### config.mk
export PLATFORM = sky130hd
export DESIGN_NAME = gsensor_spi_responder
export DESIGN_NICKNAME = d
export VERILOG_FILES = /design/src/rtl/gsensor_spi_responder.sv
export SDC_FILE = /design/constraint.sdc
export NUM_CORES = 1
export LEC_CHECK = 0
export CAP_MARGIN = 30
export CORE_ASPECT_RATIO = 1.5
export CORE_MARGIN = 2
export CORE_UTILIZATION = 55
export DETAILED_ROUTE_END_ITERATION = 8
export DONT_BUFFER_PORTS = 1
export GPL_ROUTABILITY_DRIVEN = 0
export PLACE_DENSITY = 0.7
export REMOVE_ABC_BUFFERS = 1
export SLEW_MARGIN = 0
export SYNTH_ARGS = -nofsm -noshare
export SYNTH_HDL_FRONTEND = slang
export SYNTH_SLANG_ARGS = --single-unit
### constraint.sdc
create_clock -name clk -period 5.05 [get_ports clk]
set_clock_uncertainty 0.05 [all_clocks]
set_input_delay 1.01 -clock clk [delete_from_list [all_inputs] [get_ports clk]]
set_output_delay 1.01 -clock clk [all_outputs]
set_load 0.02 [all_outputs]
### src/rtl/gsensor_spi_responder.sv
`default_nettype none
// ============================================================================
// Module   : gsensor_spi_responder
// Desc     : SPI slave model of an ADXL345-compatible G-sensor subset.
//            Mode 3 (CPOL=1, CPHA=1). The pins are oversampled by clk. The
//            block serves a small register file whose XYZ data registers are
//            loaded coherently from externally supplied samples.
// Options  : GSENSOR_RESP_INT_EN - when defined, int1 is a registered
//            DATA_READY & INT_ENABLE[7]. When undefined, int1 is tied low.
// Revision : 1.0 - initial release
// ============================================================================
module gsensor_spi_responder #(
   parameter logic [7:0] DEVID       = 8'hE5,
   parameter int         SYNC_STAGES = 2
) (
   input  logic        clk,
   input  logic        reset_n,
   input  logic        sample_valid,
   input  logic [15:0] x_in,
   input  logic [15:0] y_in,
   input  logic [15:0] z_in,
   input  logic        spi_csn,
   input  logic        spi_sclk,
   input  logic        spi_sdi,
   output logic        spi_sdo,
   output logic        spi_sdo_oe,
   output logic        measure,
   output logic        int1
);

   typedef enum logic [1:0] {
      ST_IDLE = 2'd0,
      ST_CMD  = 2'd1,
      ST_DATA = 2'd2
   } state_t;

   localparam logic [5:0] ADDR_DEVID       = 6'h00;
   localparam logic [5:0] ADDR_BW_RATE     = 6'h2C;
   localparam logic [5:0] ADDR_POWER_CTL   = 6'h2D;
   localparam logic [5:0] ADDR_INT_ENABLE  = 6'h2E;
   localparam logic [5:0] ADDR_INT_SOURCE  = 6'h30;
   localparam logic [5:0] ADDR_DATA_FORMAT = 6'h31;
   localparam logic [5:0] ADDR_DATAX0      = 6'h32;
   localparam logic [5:0] ADDR_DATAX1      = 6'h33;
   localparam logic [5:0] ADDR_DATAY0      = 6'h34;
   localparam logic [5:0] ADDR_DATAY1      = 6'h35;
   localparam logic [5:0] ADDR_DATAZ0      = 6'h36;
   localparam logic [5:0] ADDR_DATAZ1      = 6'h37;

   localparam logic [7:0] BW_RATE_RST      = 8'h0A;

   // ------------------------------------------------------------------------
   // Pin synchronizers and edge detection
   // ------------------------------------------------------------------------
   logic [SYNC_STAGES-1:0] csn_sync_q,  csn_sync_d;
   logic [SYNC_STAGES-1:0] sclk_sync_q, sclk_sync_d;
   logic [SYNC_STAGES-1:0] sdi_sync_q,  sdi_sync_d;
   logic                   csn_prev_q,  csn_prev_d;
   logic                   sclk_prev_q, sclk_prev_d;

   logic csn_s;
   logic sclk_s;
   logic sdi_s;
   logic csn_fall;
   logic sclk_rise;
   logic sclk_fall;

   assign csn_s     = csn_sync_q[SYNC_STAGES-1];
   assign sclk_s    = sclk_sync_q[SYNC_STAGES-1];
   assign sdi_s     = sdi_sync_q[SYNC_STAGES-1];
   assign csn_fall  = !csn_s && csn_prev_q;
   assign sclk_rise = sclk_s && !sclk_prev_q;
   assign sclk_fall = !sclk_s && sclk_prev_q;

   // Shift the raw pins through the synchronizer chains; remember last level
   always_comb begin
      csn_sync_d  = {csn_sync_q[SYNC_STAGES-2:0],  spi_csn};
      sclk_sync_d = {sclk_sync_q[SYNC_STAGES-2:0], spi_sclk};
      sdi_sync_d  = {sdi_sync_q[SYNC_STAGES-2:0],  spi_sdi};
      csn_prev_d  = csn_s;
      sclk_prev_d = sclk_s;
   end

   // Synchronizer flops; idle levels are CS high and SCLK high (mode 3)
   always_ff @(posedge clk) begin
      if (!reset_n) begin
         csn_sync_q  <= '1;
         sclk_sync_q <= '1;
         sdi_sync_q  <= '0;
         csn_prev_q  <= 1'b1;
         sclk_prev_q <= 1'b1;
      end else begin
         csn_sync_q  <= csn_sync_d;
         sclk_sync_q <= sclk_sync_d;
         sdi_sync_q  <= sdi_sync_d;
         csn_prev_q  <= csn_prev_d;
         sclk_prev_q <= sclk_prev_d;
      end
   end

   // ------------------------------------------------------------------------
   // Register file state
   // ------------------------------------------------------------------------
   logic [7:0]  bw_rate_q,     bw_rate_d;
   logic [7:0]  power_ctl_q,   power_ctl_d;
   logic [7:0]  int_enable_q,  int_enable_d;
   logic [7:0]  data_format_q, data_format_d;
   logic [15:0] x_q, x_d;
   logic [15:0] y_q, y_d;
   logic [15:0] z_q, z_d;
   logic        data_ready_q,  data_ready_d;
   logic [15:0] pend_x_q, pend_x_d;
   logic [15:0] pend_y_q, pend_y_d;
   logic [15:0] pend_z_q, pend_z_d;
   logic        pend_valid_q,  pend_valid_d;

   // Read mux over the register map; unmapped addresses read as zero
   function automatic logic [7:0] reg_read(input logic [5:0] a);
      logic [7:0] v;
      v = 8'h00;
      case (a)
         ADDR_DEVID:       v = DEVID;
         ADDR_BW_RATE:     v = bw_rate_q;
         ADDR_POWER_CTL:   v = power_ctl_q;
         ADDR_INT_ENABLE:  v = int_enable_q;
         ADDR_INT_SOURCE:  v = {data_ready_q, 7'b0};
         ADDR_DATA_FORMAT: v = data_format_q;
         ADDR_DATAX0:      v = x_q[7:0];
         ADDR_DATAX1:      v = x_q[15:8];
         ADDR_DATAY0:      v = y_q[7:0];
         ADDR_DATAY1:      v = y_q[15:8];
         ADDR_DATAZ0:      v = z_q[7:0];
         ADDR_DATAZ1:      v = z_q[15:8];
         default:          v = 8'h00;
      endcase
      return v;
   endfunction

   // ------------------------------------------------------------------------
   // SPI protocol FSM
   // ------------------------------------------------------------------------
   state_t      state_q,   state_d;
   logic [2:0]  bit_cnt_q, bit_cnt_d;
   logic [6:0]  shift_q,   shift_d;
   logic [7:0]  tx_q,      tx_d;
   logic        sdo_q,     sdo_d;
   logic        rw_q,      rw_d;
   logic        mb_q,      mb_d;
   logic [5:0]  addr_q,    addr_d;

   logic [7:0]  rx_byte;
   logic [5:0]  next_addr;
   logic        wr_en;
   logic        dr_clear;

   // Byte as it stands once the current SDI bit is shifted in
   assign rx_byte   = {shift_q, sdi_s};
   // 6-bit add wraps 0x3F back to 0x00
   assign next_addr = mb_q ? addr_q + 6'd1 : addr_q;

   // Next-state and datapath control; CS high overrides all SCLK activity
   always_comb begin
      state_d   = state_q;
      bit_cnt_d = bit_cnt_q;
      shift_d   = shift_q;
      tx_d      = tx_q;
      sdo_d     = sdo_q;
      rw_d      = rw_q;
      mb_d      = mb_q;
      addr_d    = addr_q;
      wr_en     = 1'b0;
      dr_clear  = 1'b0;

      case (state_q)
         ST_IDLE: begin
            if (csn_fall) begin
               state_d   = ST_CMD;
               bit_cnt_d = 3'd0;
               shift_d   = 7'd0;
               sdo_d     = 1'b0;
            end
         end
         ST_CMD: begin
            if (sclk_rise) begin
               shift_d   = rx_byte[6:0];
               bit_cnt_d = bit_cnt_q + 3'd1;
               if (bit_cnt_q == 3'd7) begin
                  rw_d    = rx_byte[7];
                  mb_d    = rx_byte[6];
                  addr_d  = rx_byte[5:0];
                  tx_d    = reg_read(rx_byte[5:0]);
                  state_d = ST_DATA;
               end
            end
         end
         ST_DATA: begin
            if (rw_q) begin
               // Master samples on rising SCLK, so we present on falling
               if (sclk_fall) begin
                  sdo_d = tx_q[7];
                  tx_d  = {tx_q[6:0], 1'b0};
               end
               if (sclk_rise) begin
                  bit_cnt_d = bit_cnt_q + 3'd1;
                  if (bit_cnt_q == 3'd7) begin
                     dr_clear = (addr_q == ADDR_DATAZ1);
                     addr_d   = next_addr;
                     tx_d     = reg_read(next_addr);
                  end
               end
            end else if (sclk_rise) begin
               shift_d   = rx_byte[6:0];
               bit_cnt_d = bit_cnt_q + 3'd1;
               if (bit_cnt_q == 3'd7) begin
                  wr_en  = 1'b1;
                  addr_d = next_addr;
               end
            end
         end
         default: state_d = ST_IDLE;
      endcase

      if (csn_s) begin
         state_d  = ST_IDLE;
         sdo_d    = 1'b0;
         wr_en    = 1'b0;
         dr_clear = 1'b0;
      end
   end

   // FSM and shift datapath registers
   always_ff @(posedge clk) begin
      if (!reset_n) begin
         state_q   <= ST_IDLE;
         bit_cnt_q <= 3'd0;
         shift_q   <= 7'd0;
         tx_q      <= 8'd0;
         sdo_q     <= 1'b0;
         rw_q      <= 1'b0;
         mb_q      <= 1'b0;
         addr_q    <= 6'd0;
      end else begin
         state_q   <= state_d;
         bit_cnt_q <= bit_cnt_d;
         shift_q   <= shift_d;
         tx_q      <= tx_d;
         sdo_q     <= sdo_d;
         rw_q      <= rw_d;
         mb_q      <= mb_d;
         addr_q    <= addr_d;
      end
   end

   // ------------------------------------------------------------------------
   // Register writes, sample capture and DATA_READY tracking
   // ------------------------------------------------------------------------
   logic commit_direct;
   logic commit_pend;

   // Samples arriving mid-read are parked so a burst never mixes two samples
   assign commit_direct = sample_valid && (state_q != ST_DATA);
   assign commit_pend   = pend_valid_q && (state_q != ST_DATA);

   // Register-file next values
   always_comb begin
      bw_rate_d     = bw_rate_q;
      power_ctl_d   = power_ctl_q;
      int_enable_d  = int_enable_q;
      data_format_d = data_format_q;
      x_d           = x_q;
      y_d           = y_q;
      z_d           = z_q;
      data_ready_d  = data_ready_q;
      pend_x_d      = pend_x_q;
      pend_y_d      = pend_y_q;
      pend_z_d      = pend_z_q;
      pend_valid_d  = pend_valid_q;

      if (wr_en) begin
         case (addr_q)
            ADDR_BW_RATE:     bw_rate_d     = rx_byte;
            ADDR_POWER_CTL:   power_ctl_d   = rx_byte;
            ADDR_INT_ENABLE:  int_enable_d  = rx_byte;
            ADDR_DATA_FORMAT: data_format_d = rx_byte;
            default:          ;
         endcase
      end

      if (sample_valid && (state_q == ST_DATA)) begin
         pend_x_d     = x_in;
         pend_y_d     = y_in;
         pend_z_d     = z_in;
         pend_valid_d = 1'b1;
      end

      // A fresh strobe is newer than anything pending, so it wins
      if (commit_direct) begin
         x_d = x_in;
         y_d = y_in;
         z_d = z_in;
      end else if (commit_pend) begin
         x_d = pend_x_q;
         y_d = pend_y_q;
         z_d = pend_z_q;
      end
      if (state_q != ST_DATA) begin
         pend_valid_d = 1'b0;
      end

      // Set has priority over the read-out clear
      if (dr_clear) begin
         data_ready_d = 1'b0;
      end
      if (commit_direct || commit_pend) begin
         data_ready_d = 1'b1;
      end
   end

   // Register-file flops
   always_ff @(posedge clk) begin
      if (!reset_n) begin
         bw_rate_q     <= BW_RATE_RST;
         power_ctl_q   <= 8'h00;
         int_enable_q  <= 8'h00;
         data_format_q <= 8'h00;
         x_q           <= 16'h0000;
         y_q           <= 16'h0000;
         z_q           <= 16'h0000;
         data_ready_q  <= 1'b0;
         pend_x_q      <= 16'h0000;
         pend_y_q      <= 16'h0000;
         pend_z_q      <= 16'h0000;
         pend_valid_q  <= 1'b0;
      end else begin
         bw_rate_q     <= bw_rate_d;
         power_ctl_q   <= power_ctl_d;
         int_enable_q  <= int_enable_d;
         data_format_q <= data_format_d;
         x_q           <= x_d;
         y_q           <= y_d;
         z_q           <= z_d;
         data_ready_q  <= data_ready_d;
         pend_x_q      <= pend_x_d;
         pend_y_q      <= pend_y_d;
         pend_z_q      <= pend_z_d;
         pend_valid_q  <= pend_valid_d;
      end
   end

   // ------------------------------------------------------------------------
   // Outputs
   // ------------------------------------------------------------------------
   assign spi_sdo_oe = (state_q == ST_DATA) && rw_q && !csn_s;
   assign spi_sdo    = spi_sdo_oe && sdo_q;
   assign measure    = power_ctl_q[3];

`ifdef GSENSOR_RESP_INT_EN
   logic int1_q, int1_d;

   // Data-ready interrupt, gated by INT_ENABLE[7]
   always_comb begin
      int1_d = data_ready_q && int_enable_q[7];
   end

   // Interrupt output register
   always_ff @(posedge clk) begin
      if (!reset_n) begin
         int1_q <= 1'b0;
      end else begin
         int1_q <= int1_d;
      end
   end

   assign int1 = int1_q;
`else
   assign int1 = 1'b0;
`endif

endmodule
`default_nettype wire

# Word-level counts from Yosys, hierarchy flattened

Index checks and enable logic that the tools add are counted.

Add/sub/neg operators: 2
Eq/ne operators: 40
Mux-type cells: 48
Bitwise logic cells: 2
Reduce and logical (&&, ||, !) cells: 36

Operator list:

| operator                                    | number |
|---|---|
| one-hot mux 8 bit (12 select lines)         | 2 |
| equality test 6 bit, second input constant  | 27 |
| two-way mux 16 bit                          | 6 |
| two-way mux 8 bit                           | 6 |
| two-way mux 6 bit                           | 5 |
| two-way mux 7 bit                           | 3 |
| one-hot mux 7 bit (3 select lines)          | 1 |
| != test 2 bit, second input constant        | 9 |
| one-hot mux 8 bit (2 select lines)          | 1 |
| two-way mux 1 bit                           | 15 |
| logical NOT 6 bit                           | 2 |
| one-hot mux 6 bit (2 select lines)          | 1 |
| AND reduction 4 bit                         | 3 |
| nonzero test 2 bit                          | 5 |
| logical AND 1 bit                           | 9 |
| AND reduction 3 bit                         | 3 |
| AND reduction 2 bit                         | 4 |
| adder 6 x 1 -> 6 bit, second input constant | 1 |
| two-way mux 2 bit                           | 3 |
| two-way mux 3 bit                           | 2 |
| one-hot mux 2 bit (3 select lines)          | 1 |
| one-hot mux 3 bit (2 select lines)          | 1 |
| OR reduction 2 bit                          | 3 |
| AND reduction 5 bit                         | 1 |
| 11 further kinds                            | 14 |

Register bits after elaboration: 167

# Logic depth before layout (Yosys ltp)

Depth after elaboration: 8
Gate-level depth with buffers: 12
Depth with buffers taken out: 8

# Worst setup path before layout

No wires, ideal clock.

Path kind: reg2out
Start point: register state_q[0]
End point: output port spi_sdo
Arrival time: 1.653 ns
Data required time: 3.990 ns
Path slack: 2.337 ns
Cell stages (with the launch flop): 7
Buffers on the path: 2
Path through: dfxtp_1 > inv_1 > ha_1 > clkbuf_1 > clkbuf_1 > and3_1 > and2_1

Word-level cells in the longest chain between the ends: 4

Ends and longest elaborated chain:

| item                           | RTL line | text |
|---|---|---|
| start, declared                | 142      | `state_t state_q, state_d;` |
| start signal, assigned         | 243      | `state_q <= state_d;` |
| equality test 2 bit            | 353      | `assign spi_sdo_oe = (state_q == ST_DATA) && rw_q && !csn_s;` |
| logical AND 1 bit (2 in a row) | 353      |  |
| named net spi_sdo_oe           | 26       | `output logic spi_sdo_oe,` |
| logical AND 1 bit              | 354      | `assign spi_sdo = spi_sdo_oe && sdo_q;` |
| end, declared                  | 25       | `output logic spi_sdo,` |

The timed path passes the listed nets, and every way through them passes these cells.

# Worst setup path after layout

Start point: register addr_q[1]
End point: register tx_q[5]

Word-level cells in the longest chain between the ends: 8

Ends and longest elaborated chain:

| item                                                     | RTL line | text |
|---|---|---|
| start, declared                                          | 149      | `logic [5:0] addr_q, addr_d;` |
| start signal, assigned                                   | 250      | `addr_q <= addr_d;` |
| adder 6 x 1 -> 6 bit                                     | 159      | `assign next_addr = mb_q ? addr_q + 6'd1 : addr_q;` |
| two-way mux 6 bit *                                      | 159      |  |
| equality test 6 bit or logical NOT 6 bit (tied branches) | 121      | `case (a)` |
| one-hot mux 8 bit (12 select lines) *                    | 121      |  |
| two-way mux 8 bit *                                      | 205      | `if (bit_cnt_q == 3'd7) begin` |
| two-way mux 8 bit *                                      | 203      | `if (sclk_rise) begin` |
| two-way mux 8 bit *                                      | 197      | `if (rw_q) begin` |
| one-hot mux 8 bit (2 select lines) *                     | 174      | `case (state_q)` |
| end signal, assigned                                     | 246      | `tx_q <= tx_d;` |
| end, declared                                            | 145      | `logic [7:0] tx_q, tx_d;` |

Every way passes the cells marked *; elsewhere a longest branch is shown, timed or not. The select of a mux whose other input is x is not followed.
A chain may end at the register's enable or synchronous reset.

==> reports/qor.yml <==
syn-instance-count: 1101
cp-startpoint: "addr_q[1]"
cts_tree: "yes"
arrival_ps: 3980
totalNegativeSetupSlack_ps: 0
cts_buffer_depth: 2
reg2reg_depth: 8
grt_overflow: 0
synth-seq-area-share_pct: 37.2
syn_to_final_growth_pct: 5.99
io_pins: 58
remaining_drc_errors: 0
drv_cap: 0
netlist_area_um2: 8980
numCtsBuffers: 17
initialDrtViolationCount: 873
grtUsageTotal_pct: 28.8
multi_input_area_um2: 5010
clock_power_share_pct: 46.2
holdBufCountCts: 0
drtAntennaViolNets: 0
cts_resized: 0
htree_levels: 4
p_leak_nw: 3.43
initial_utilization_pct: 55.7
startpoint_type: "flip-flop"
synth_cell_type_count: 81
antenna_found_initial: 0
dp.cells: 1215
min_period_ps: 3650
cts.clk_slew.worst_paths_ps: 60
peakVddDrop_mv: 0.268
first_pass_iters: 8
ys_seq_elements: 167
p_seq_share_pct: 49.4
fin_crit_sh_pct: 72.3
cts_setup_buffers: 0
grt_max_degree: 100
setup_viol: 0
fillers: 1526
dpl-instance-area_um2: 8950
drive_gt1_share_pct: 11.9
via_count: 7942
dieArea_um2: 17400
num_rows: 57
report.final.slew_viol_count: 0
cts_sinks: 167
rsz0062_at_grt: "false"
drt-wirelength-per-cell_um: 19.6
r2r_end: "tx_q[5]"
cp.required_ps: 5380
r2r_slack_ps: 1400
layout_common_cells: "dfxtp_1, nand2_1, a21oi_1"
routed_wl_mm: 24.4
seq_area_um2: 3340
hold_viol_final: 0
swShare_pct: 22.8
antenna_cells: 0
max_freq_mhz: 274
fin_ws_ps: 1400
viasPerCell: 6.37
fin_util_pct: 59.1
powerDensity_nw_per_um2: 293
crit_fanout: 16
dp_hpwl_mm: 16.1
r2r-start: "addr_q[1]"
io_buffers: 0
die_w_um: 108
nets: 1092
cts-root-buf: "clkbuf_16"
clk_latency_ps: 430
fin_area_um2: 9520
layout_commonest_cell: "dfxtp_1"
preCtsSetupSlack_ps: 1550
ys.flop_type: "dfxtp_1"
worst-setup-path-type: "flip-flop to flip-flop"
die_y_um: 161
final_cells: 1247
combPwrFrac_pct: 4.4
syn_avg_cell_area_um2: 8.16
synth_edf_count: 0
synthArstFlopShare_pct: 0
tightest_slew_ps: 1080
min_path_type: "flip-flop to flip-flop"
p_int_mw: 2.15
grt_pass1_wl_mm: 39.5
end_kind: "flip-flop"
grt_pass1_vias: 7584
outcome: "completed"
yosys_warnings: 0
crit_path_end: "tx_q[5]"
relSlewSlack_pct: 28.2
p_switching_mw: 0.635
core-area_um2: 16100
==> critical path: stages (launching register included) <==
cell and delay, ps:
dfxtp_1 620, clkinv_1 230, ha_1 390, nor3b_2 430
or2_0 880, a222oi_1 270, o32a_1 330, a31oi_1 190
o221a_1 200
==> metal layers <==
layer	wire length (um)	global-route usage [%]	vias up
met5	0	0	-
met4	1070	15.1	0
met3	1660	5.93	69
met2	11700	46.5	329
met1	9990	35.9	3729
li1	-	-	3815
==> power groups by stage <==
| stage | clock network [mW] | logic (mW) | registers (mW) |
|---|---|---|---|
| floorplan | 0 | 0.0881 | 1.39 |
| global placement | 0 | 0.114 | 1.40 |
| detailed placement | 0 | 0.120 | 1.40 |
| CTS | 1.30 | 0.121 | 1.37 |
| global route | 1.35 | 0.132 | 1.38 |
| finish | 1.29 | 0.122 | 1.38 |
==> final cells by class <==
cell class                      count  share of cell area, %
Timing Repair Buffer               11                   1.21
Tap cell                          206                   2.71
Inverter                           59                   2.35
Clock inverter                     10                   1.27
Multi-Input combinational cell    772                   52.6
Sequential cell                   167                   35.1
Clock buffer                       22                   4.77
==> flip-flops by register name, indices dropped and copies added, names as in the netlist, 2 cells and up <==
name,count
addr_q,6
bit_cnt_q,3
bw_rate_q,8
csn_sync_q,2
data_format_q,8
int_enable_q,8
pend_x_q,16
pend_y_q,16
pend_z_q,16
power_ctl_q,8
sclk_sync_q,2
sdi_sync_q,2
shift_q,7
state_q,2
tx_q,8
x_q,16
y_q,16
z_q,16
==> Yosys cell counts (3+ instances only) <==
| cell type | n | area share (%) |
|---|---|---|
| buf_1 | 7 | 0.29 |
| or2_1 | 4 | 0.28 |
| nor3_1 | 5 | 0.28 |
| nor3b_2 | 3 | 0.42 |
| o221ai_1 | 3 | 0.29 |
| or2_0 | 3 | 0.21 |
| inv_1 | 56 | 2.3 |
| o31ai_1 | 3 | 0.25 |
| nor3b_1 | 48 | 4.0 |
| o2bb2ai_1 | 3 | 0.29 |
| a22oi_1 | 11 | 0.92 |
| nand2b_1 | 10 | 0.70 |
| a211oi_1 | 6 | 0.50 |
| clkbuf_1 | 83 | 3.5 |
| mux2i_1 | 34 | 3.8 |
| o221a_1 | 4 | 0.50 |
| nor2b_1 | 7 | 0.49 |
| o22a_1 | 5 | 0.49 |
| mux2_2 | 8 | 1.0 |
| ha_1 | 10 | 1.4 |
| and3_1 | 3 | 0.21 |
| nand3b_1 | 6 | 0.50 |
| nand4_1 | 4 | 0.28 |
| o21ai_0 | 43 | 2.4 |
| mux4_2 | 7 | 1.8 |
| nand3_1 | 36 | 2.0 |
| a222oi_1 | 12 | 1.3 |
| o221a_2 | 49 | 6.1 |
| nor2_1 | 47 | 2.0 |
| a31oi_1 | 16 | 1.1 |
| a32oi_1 | 3 | 0.29 |
| dfxtp_1 | 167 | 37 |
| nand2_1 | 162 | 6.8 |
| buf_2 | 8 | 0.45 |
| a22o_1 | 12 | 1.2 |
| and2_1 | 14 | 0.97 |
| a21oi_1 | 139 | 7.7 |
| o211ai_1 | 3 | 0.25 |
==> cell families after synthesis <==
logic type,after synthesis,share of synthesized area [%]
simple gates,368,20.8
compound gates,342,26.7
flops,167,37.2
buf+inv,162,7.17
mux,49,6.55
fa+ha+maj,10,1.39
xor+xnor,2,0.195
other cells,1,0.0417
==> worst min path at each step <==
stage	end	cells after the start	startpoint
5_1_grt	csn_sync_q[1]	1	csn_sync_q[0]
6_report	csn_sync_q[1]	1	csn_sync_q[0]
2_1_floorplan	csn_sync_q[1]	1	csn_sync_q[0]
3_5_place_dp	csn_sync_q[1]	1	csn_sync_q[0]
3_3_place_gp	csn_sync_q[1]	1	csn_sync_q[0]
4_1_cts	csn_sync_q[1]	1	csn_sync_q[0]
==> stage by stage <==
stage	power, mW	hold WS [ps]
finish	2.79	359
global route	2.86	367
CTS	2.80	364
detailed placement	1.52	346
global placement	1.52	351
floorplan	1.48	336
Power figures use the tool's default switching activity.
